## config.mk

```make
export PLATFORM = sky130hd
export DESIGN_NAME = serial_subtractor
export DESIGN_NICKNAME = d
export VERILOG_FILES = /design/src/rtl/serial_sub_pkg.sv /design/src/rtl/full_subtractor.sv /design/src/rtl/serial_subtractor.sv
export SDC_FILE = /design/constraint.sdc
export NUM_CORES = 1
export LEC_CHECK = 0
export CORE_ASPECT_RATIO = 1.75
export CORE_MARGIN = 8
export CORE_UTILIZATION = 40
export DETAILED_ROUTE_END_ITERATION = 10
export GPL_ROUTABILITY_DRIVEN = 0
export MAX_ROUTING_LAYER = met4
export SYNTH_ARGS = -nofsm -noshare
export SYNTH_HDL_FRONTEND = slang
export SYNTH_HIERARCHICAL = 1
export SYNTH_SLANG_ARGS = --single-unit
```

## constraint.sdc

```tcl
create_clock -name clk -period 1.74 [get_ports clk]
set_input_delay 0.261 -clock clk [delete_from_list [all_inputs] [get_ports clk]]
set_output_delay 0.261 -clock clk [all_outputs]
set_load 0.05 [all_outputs]
```

## src/rtl/serial_sub_pkg.sv

```systemverilog
// serial_sub_pkg: FSM state encoding and full-subtractor bit equations shared by
// the serial subtractor RTL (optional signed overflow output: SERIAL_SUB_OVF_EN).
package serial_sub_pkg;
  typedef enum logic {ST_IDLE = 1'b0, ST_SHIFT = 1'b1} state_e;
  function automatic logic [1:0] fs_bit(input logic a, input logic b, input logic bin);
    return {(~a & b) | (~(a ^ b) & bin), a ^ b ^ bin};
  endfunction
endpackage

```

## src/rtl/full_subtractor.sv

```systemverilog
// full_subtractor: one-bit combinational subtractor cell, {bout, d} = a - b - bin.
module full_subtractor
  import serial_sub_pkg::*;
(
  input  logic a,
  input  logic b,
  input  logic bin,
  output logic d,
  output logic bout
);
  assign {bout, d} = fs_bit(a, b, bin);
endmodule

```

## src/rtl/serial_subtractor.sv

```systemverilog
// serial_subtractor: bit-serial LSB-first a - b with start/done handshake.
// Define SERIAL_SUB_OVF_EN to add the registered signed-overflow output ovf.
module serial_subtractor
  import serial_sub_pkg::*;
#(
  parameter int WIDTH = 8
) (
  input  logic             clk,
  input  logic             rst_n,
  input  logic             start,
  input  logic [WIDTH-1:0] a,
  input  logic [WIDTH-1:0] b,
  output logic             busy,
  output logic             done,
  output logic [WIDTH-1:0] diff,
  output logic             borrow_out
`ifdef SERIAL_SUB_OVF_EN
  , output logic           ovf
`endif
);
  localparam int CW = $clog2(WIDTH);
  localparam logic [CW-1:0] LAST = CW'(WIDTH - 1);
  state_e           state_q;
  logic [CW-1:0]    cnt_q;
  logic [WIDTH-1:0] a_q, b_q, res_q, res_d;
  logic             bor_q, d, bout;
`ifdef SERIAL_SUB_OVF_EN
  logic             a_msb_q, b_msb_q;
`endif
  full_subtractor u_fs (.a(a_q[0]), .b(b_q[0]), .bin(bor_q), .d(d), .bout(bout));
  // New bit enters at the MSB so the LSB-first result ends aligned after WIDTH steps.
  assign res_d = {d, res_q[WIDTH-1:1]};
  always_ff @(posedge clk or negedge rst_n) begin
    if (!rst_n) begin
      state_q    <= ST_IDLE;
      cnt_q      <= '0;
      a_q        <= '0;
      b_q        <= '0;
      res_q      <= '0;
      bor_q      <= 1'b0;
      busy       <= 1'b0;
      done       <= 1'b0;
      diff       <= '0;
      borrow_out <= 1'b0;
`ifdef SERIAL_SUB_OVF_EN
      a_msb_q    <= 1'b0;
      b_msb_q    <= 1'b0;
      ovf        <= 1'b0;
`endif
    end else begin
      done <= 1'b0;
      if (state_q == ST_IDLE) begin
        if (start) begin
          state_q <= ST_SHIFT;
          a_q     <= a;
          b_q     <= b;
          bor_q   <= 1'b0;
          cnt_q   <= '0;
          busy    <= 1'b1;
`ifdef SERIAL_SUB_OVF_EN
          a_msb_q <= a[WIDTH-1];
          b_msb_q <= b[WIDTH-1];
`endif
        end
      end else begin
        a_q   <= a_q >> 1;
        b_q   <= b_q >> 1;
        res_q <= res_d;
        bor_q <= bout;
        cnt_q <= cnt_q + 1'b1;
        if (cnt_q == LAST) begin
          state_q    <= ST_IDLE;
          busy       <= 1'b0;
          done       <= 1'b1;
          diff       <= res_d;
          borrow_out <= bout;
`ifdef SERIAL_SUB_OVF_EN
          ovf        <= (a_msb_q ^ b_msb_q) & (d ^ a_msb_q);
`endif
        end
      end
    end
  end
endmodule

```

### Yosys cells after proc, flatten, opt, wreduce, memory -nomap -nowiden

Cells that the tools add are included.

* add/sub/neg operators: 1
* multiply operators: 0
* div/mod/pow operators: 0
* order comparisons: 0
* equality and inequality tests: 2
* shifts and indexed selects: 0
* mux-type cells: 16
* bitwise logic cells: 7
* reductions and logical operators: 3

Operators with widths (count)
* $mux 8: 4
* $mux 1: 10
* $mux 3: 2
* $reduce_and 2->1: 2
* $add 3x1->3 const B: 1
* $eq 3x3->1 const B: 1
* $and 1x1->1: 2
* $ne 2x1->1 const B: 1
* $not 1->1: 2
* $reduce_bool 2->1: 1
* $xor 1x1->1: 2
* $or 1x1->1: 1

* register bits: 40
* bits in latches: 0
* bits in writable memories: 0
* memory bits (read-only): 0
* input bits: 19
* output and inout bits: 11
* logic and storage cells: 39
* memories kept: 0

### Longest topological paths before layout

* depth after elaboration: 5
* depth in mapped cells: 4
* gate-level depth less buffers: 4

### By module

Netlist, hierarchy kept.

Modules (own cells, without submodules)
* serial_subtractor: times used 1, cells an instance 123, area an instance 1690.4 µm², sequential area each 975.9 µm²
* full_subtractor: times used 1, cells an instance 4, area an instance 31.3 µm², sequential area each 0.0 µm²

### Least setup slack after synthesis

OpenSTA, ideal clock, no wires.

* path type: reg-to-reg
* from: register cnt_q[0]
* to: register borrow_out
* setup time: 0.125 ns
* arrival time: 1.267 ns
* required time: 1.615 ns
* setup slack: 0.348 ns
* cell stages (with the launch flop): 5
* path buffers: 0
* clock period less this slack: 1.392 ns
* cells stage by stage: dfrtp_1 ha_1 ha_1 nand2_8 mux2_4

* word-level cells in the longest chain between the ends: 2

Ends and longest elaborated chain
* from (decl): RTL line serial_subtractor.sv:24 `logic [CW-1:0] cnt_q;`
* from (signal assigned): RTL line serial_subtractor.sv:70 `cnt_q <= cnt_q + 1'b1;`
* $eq 3x3->1: RTL line serial_subtractor.sv:71 `if (cnt_q == LAST) begin`
* $reduce_and 2->1 (no source line)
* to (signal assigned): RTL line serial_subtractor.sv:76 `borrow_out <= bout;`
* to (decl): RTL line serial_subtractor.sv:16 `output logic borrow_out`

Every way passes these cells.
A chain may end at the register's enable or synchronous reset.

### Worst setup path in the final report

* from: register done
* to: output port done

RTL lines
* from (decl): RTL line serial_subtractor.sv:14 `output logic done,`
* from (signal assigned): RTL line serial_subtractor.sv:42 `done <= 1'b0;`
* from (signal assigned): RTL line serial_subtractor.sv:51 `done <= 1'b0;`
* from (signal assigned): RTL line serial_subtractor.sv:74 `done <= 1'b1;`

No word-level cell between the ends.

==> results.txt <==
status: finished, final reports clean
final setup margin: 0.0717 ns
Seq/Total Area, Yosys: 56.7%
Synth Instances: 127
Post-synth ARST share: 100%
CP required: 1.48 ns
fmax: 599 MHz
Detailed Routing Iterations Pass 1: 4
dpl hpwl: 2220 µm
layout cells sized above 1: 23.8%
critical path, cell by cell: clkdlybuf4s50_1
Final Hold Vio Count: 0
r2r setup slk: 0.28 ns
Starting Density: 41.5%
YS warnings: 6
Mapped Avg Cell Area: 13.6 µm²
Hold WC Path Type: input port to async pin
Synth Register Bits: 39
setup TNS: 0 ns
Post-synth EDFFs: 0
Primary FF master, synth: dfrtp_1
internal power: 2400 µW
Slew @ Worst Pin: 0.746 ns
DR iter-0 viols: 26
Cell Area, Synth: 1720 µm²
CTS Root Cell: clkbuf_8
WP buf/inv: 1
skew final: 0.00367 ns
Max stage delay on crit path: 0.80 ns
worst r2r src: cnt_q[0]$_DFFE_PN0P_
MaxCap Viol Count: 0
Worst-path clk slew: 0.06 ns
Placement Rows: 31
CP Data Arrival Time: 1.41 ns
leak pwr: 0.00103 µW
Reg power frac: 41.3%
vias per inst: 4.93
Netlist cell types: 20
number of nets with antenna violations after routing: 0
# hold bufs at CTS: 0
CP endpoint kind: output port
# port buffers: 29
drt wl/cell: 14.6 µm
first-pass GRT wire length: 5180 µm
CTS tree: yes
IO Count: 30
main area contributors after synthesis: dfrtp_1 57%, mux2_4 11%, mux2i_1 9.9%
maximum vdd drop: 0.960 mV
Pwr Density: 1850 nW/µm²
GRT Util Overall: 10.5%
Syn-to-layout area delta: 21.8%
switching share of power: 38.1%
post-CTS repair timing setup buffer count: 0
Slew headroom: 50.3%
Skew-Pair Late Insertion Delay: 0.28 ns
Max Fanout on Critical Path: 1
Setup violations, final: 0
total global routing overflow: 0
part of the cycle the worst path needs: 95.9%
Die W: 65.6 µm
Diodes inserted: 0
most common cell in the netlist: dfrtp_1
total routed wirelength: 3060 µm
vias in the first global route: 1173
post-synth net total: 150
Reg2Reg Depth: 4
TritonCTS Buffers: 5
Logic pwr share: 44.7%
Psw: 1480 µW
fin. max-slew vios: 0
Longest Clk Path Bufs: 2
Core ar.: 4150 µm²
unrepaired setup endpoints after global routing: false
leading area contributor after synthesis: dfrtp_1
via count: 1030
Die Height: 103 µm
CP top delay family: buffers and inverters
Die ar.: 6740 µm²
CP Launch Type: register
Final Critical Period: 1.67 ns
CP Class: register to output port
Place WS: 0.285 ns
Final #Nets: 184
initial antenna violation count: 0
slowest CP cell: clkdlybuf4s50_1
remaining routing DRC violations: 0
Synth top area share: 56.7%
largest net degree at the start of global routing: 35
CTS H-tree depth: 2
# clock sinks: 39
Crit Reg-Reg Endpoint: diff[7]$_DFFE_PN0P_
top cells by instance count after synthesis: 39 x dfrtp_1, 17 x mux2i_1, 14 x nand2_1
clock share of power: 14.1%
cts repair resizes: 0
-- worst max path at each step --
stage | start | endpoint | cells after the start
2_1_floorplan | cnt_q[0]$_DFFE_PN0P_ | borrow_out$_DFFE_PN0P_ | 4
3_3_place_gp | cnt_q[0]$_DFFE_PN0P_ | diff[6]$_DFFE_PN0P_ | 4
3_5_place_dp | cnt_q[0]$_DFFE_PN0P_ | diff[5]$_DFFE_PN0P_ | 4
4_1_cts | done$_DFF_PN0_ | done | 1
5_1_grt | done$_DFF_PN0_ | done | 1
6_report | done$_DFF_PN0_ | done | 1
-- cell families after synthesis --
family / share of synthesized area [%]
buffers and inverters: 5.09
flip-flops: 56.7
adder cells (fa/ha/maj): 3.34
multiplexers: 23.2
AND/OR/NAND/NOR: 5.45
AO/OA/AOI/OAI: 6.25
-- layer usage --
layer	vias up	share of wire, %	track usage [%]
met3	5	5.5	4.13
met4	0	2.0	5.91
met1	501	41	10.1
li1	495	-	-
met5	-	0	-
met2	29	51	17.4
-- area by class of cell --
class,instances,area [µm²]
clock buffer,6,72.6
fill,383,2050
inverter,5,18.8
multi-input combinational,76,658
sequential,39,976
tap,49,61.3
timing repair buffer,34,310
-- power by group through the flow --
stage / clock network [µW] / registers (µW) / logic [µW]
3_3_place_gp: 0 / 1610 / 1710
4_1_cts: 574 / 1610 / 1760
2_1_floorplan: 0 / 1940 / 990
6_report: 547 / 1600 / 1730
3_5_place_dp: 0 / 1630 / 1760
5_1_grt: 613 / 1670 / 1870
-- state kept, by name (all words and copies together) (netlist names) --
| name | count |
|---|---|
| bor_q | 1 |
| cnt_q | 3 |
| res_q | 7 |
| state_q | 1 |
| done | 1 |
| diff | 8 |
| busy | 1 |
| b_q | 8 |
| borrow_out | 1 |
| a_q | 8 |
-- cell usage in the layout (no fill, tap or decap), types with 3 or more instances in the layout --
| cell | Yosys | final |
|---|---|---|
| mux2_4 | 13 | 13 |
| buf_4 | 0 | 14 |
| inv_1 | 5 | 5 |
| nand2_1 | 14 | 14 |
| clkdlybuf4s50_1 | 0 | 18 |
| ha_1 | 3 | 3 |
| o21ai_1 | 7 | 7 |
| mux2_2 | 3 | 3 |
| clkbuf_8 | 0 | 5 |
| o21ai_0 | 7 | 7 |
| mux2i_1 | 17 | 17 |
| nor2_1 | 4 | 4 |
| dfrtp_1 | 39 | 39 |
| a22o_1 | 3 | 3 |
-- metrics by stage --
step | instances | total power [µW] | hold slack (ns) | util [%] | cell area [µm²]
6_report | 209 | 3880 | 0.0396 | 50.5 | 2100
5_1_grt | 209 | 4150 | 0.103 | 50.5 | 2100
4_1_cts | 209 | 3950 | 0.0657 | 50.5 | 2100
3_5_place_dp | 203 | 3390 | 0.371 | 48.8 | 2020
3_3_place_gp | 203 | 3320 | 0.357 | 48.8 | 2020
2_1_floorplan | 127 | 2930 | -0.0346 | - | 1720
Power figures use the tool's default switching activity.
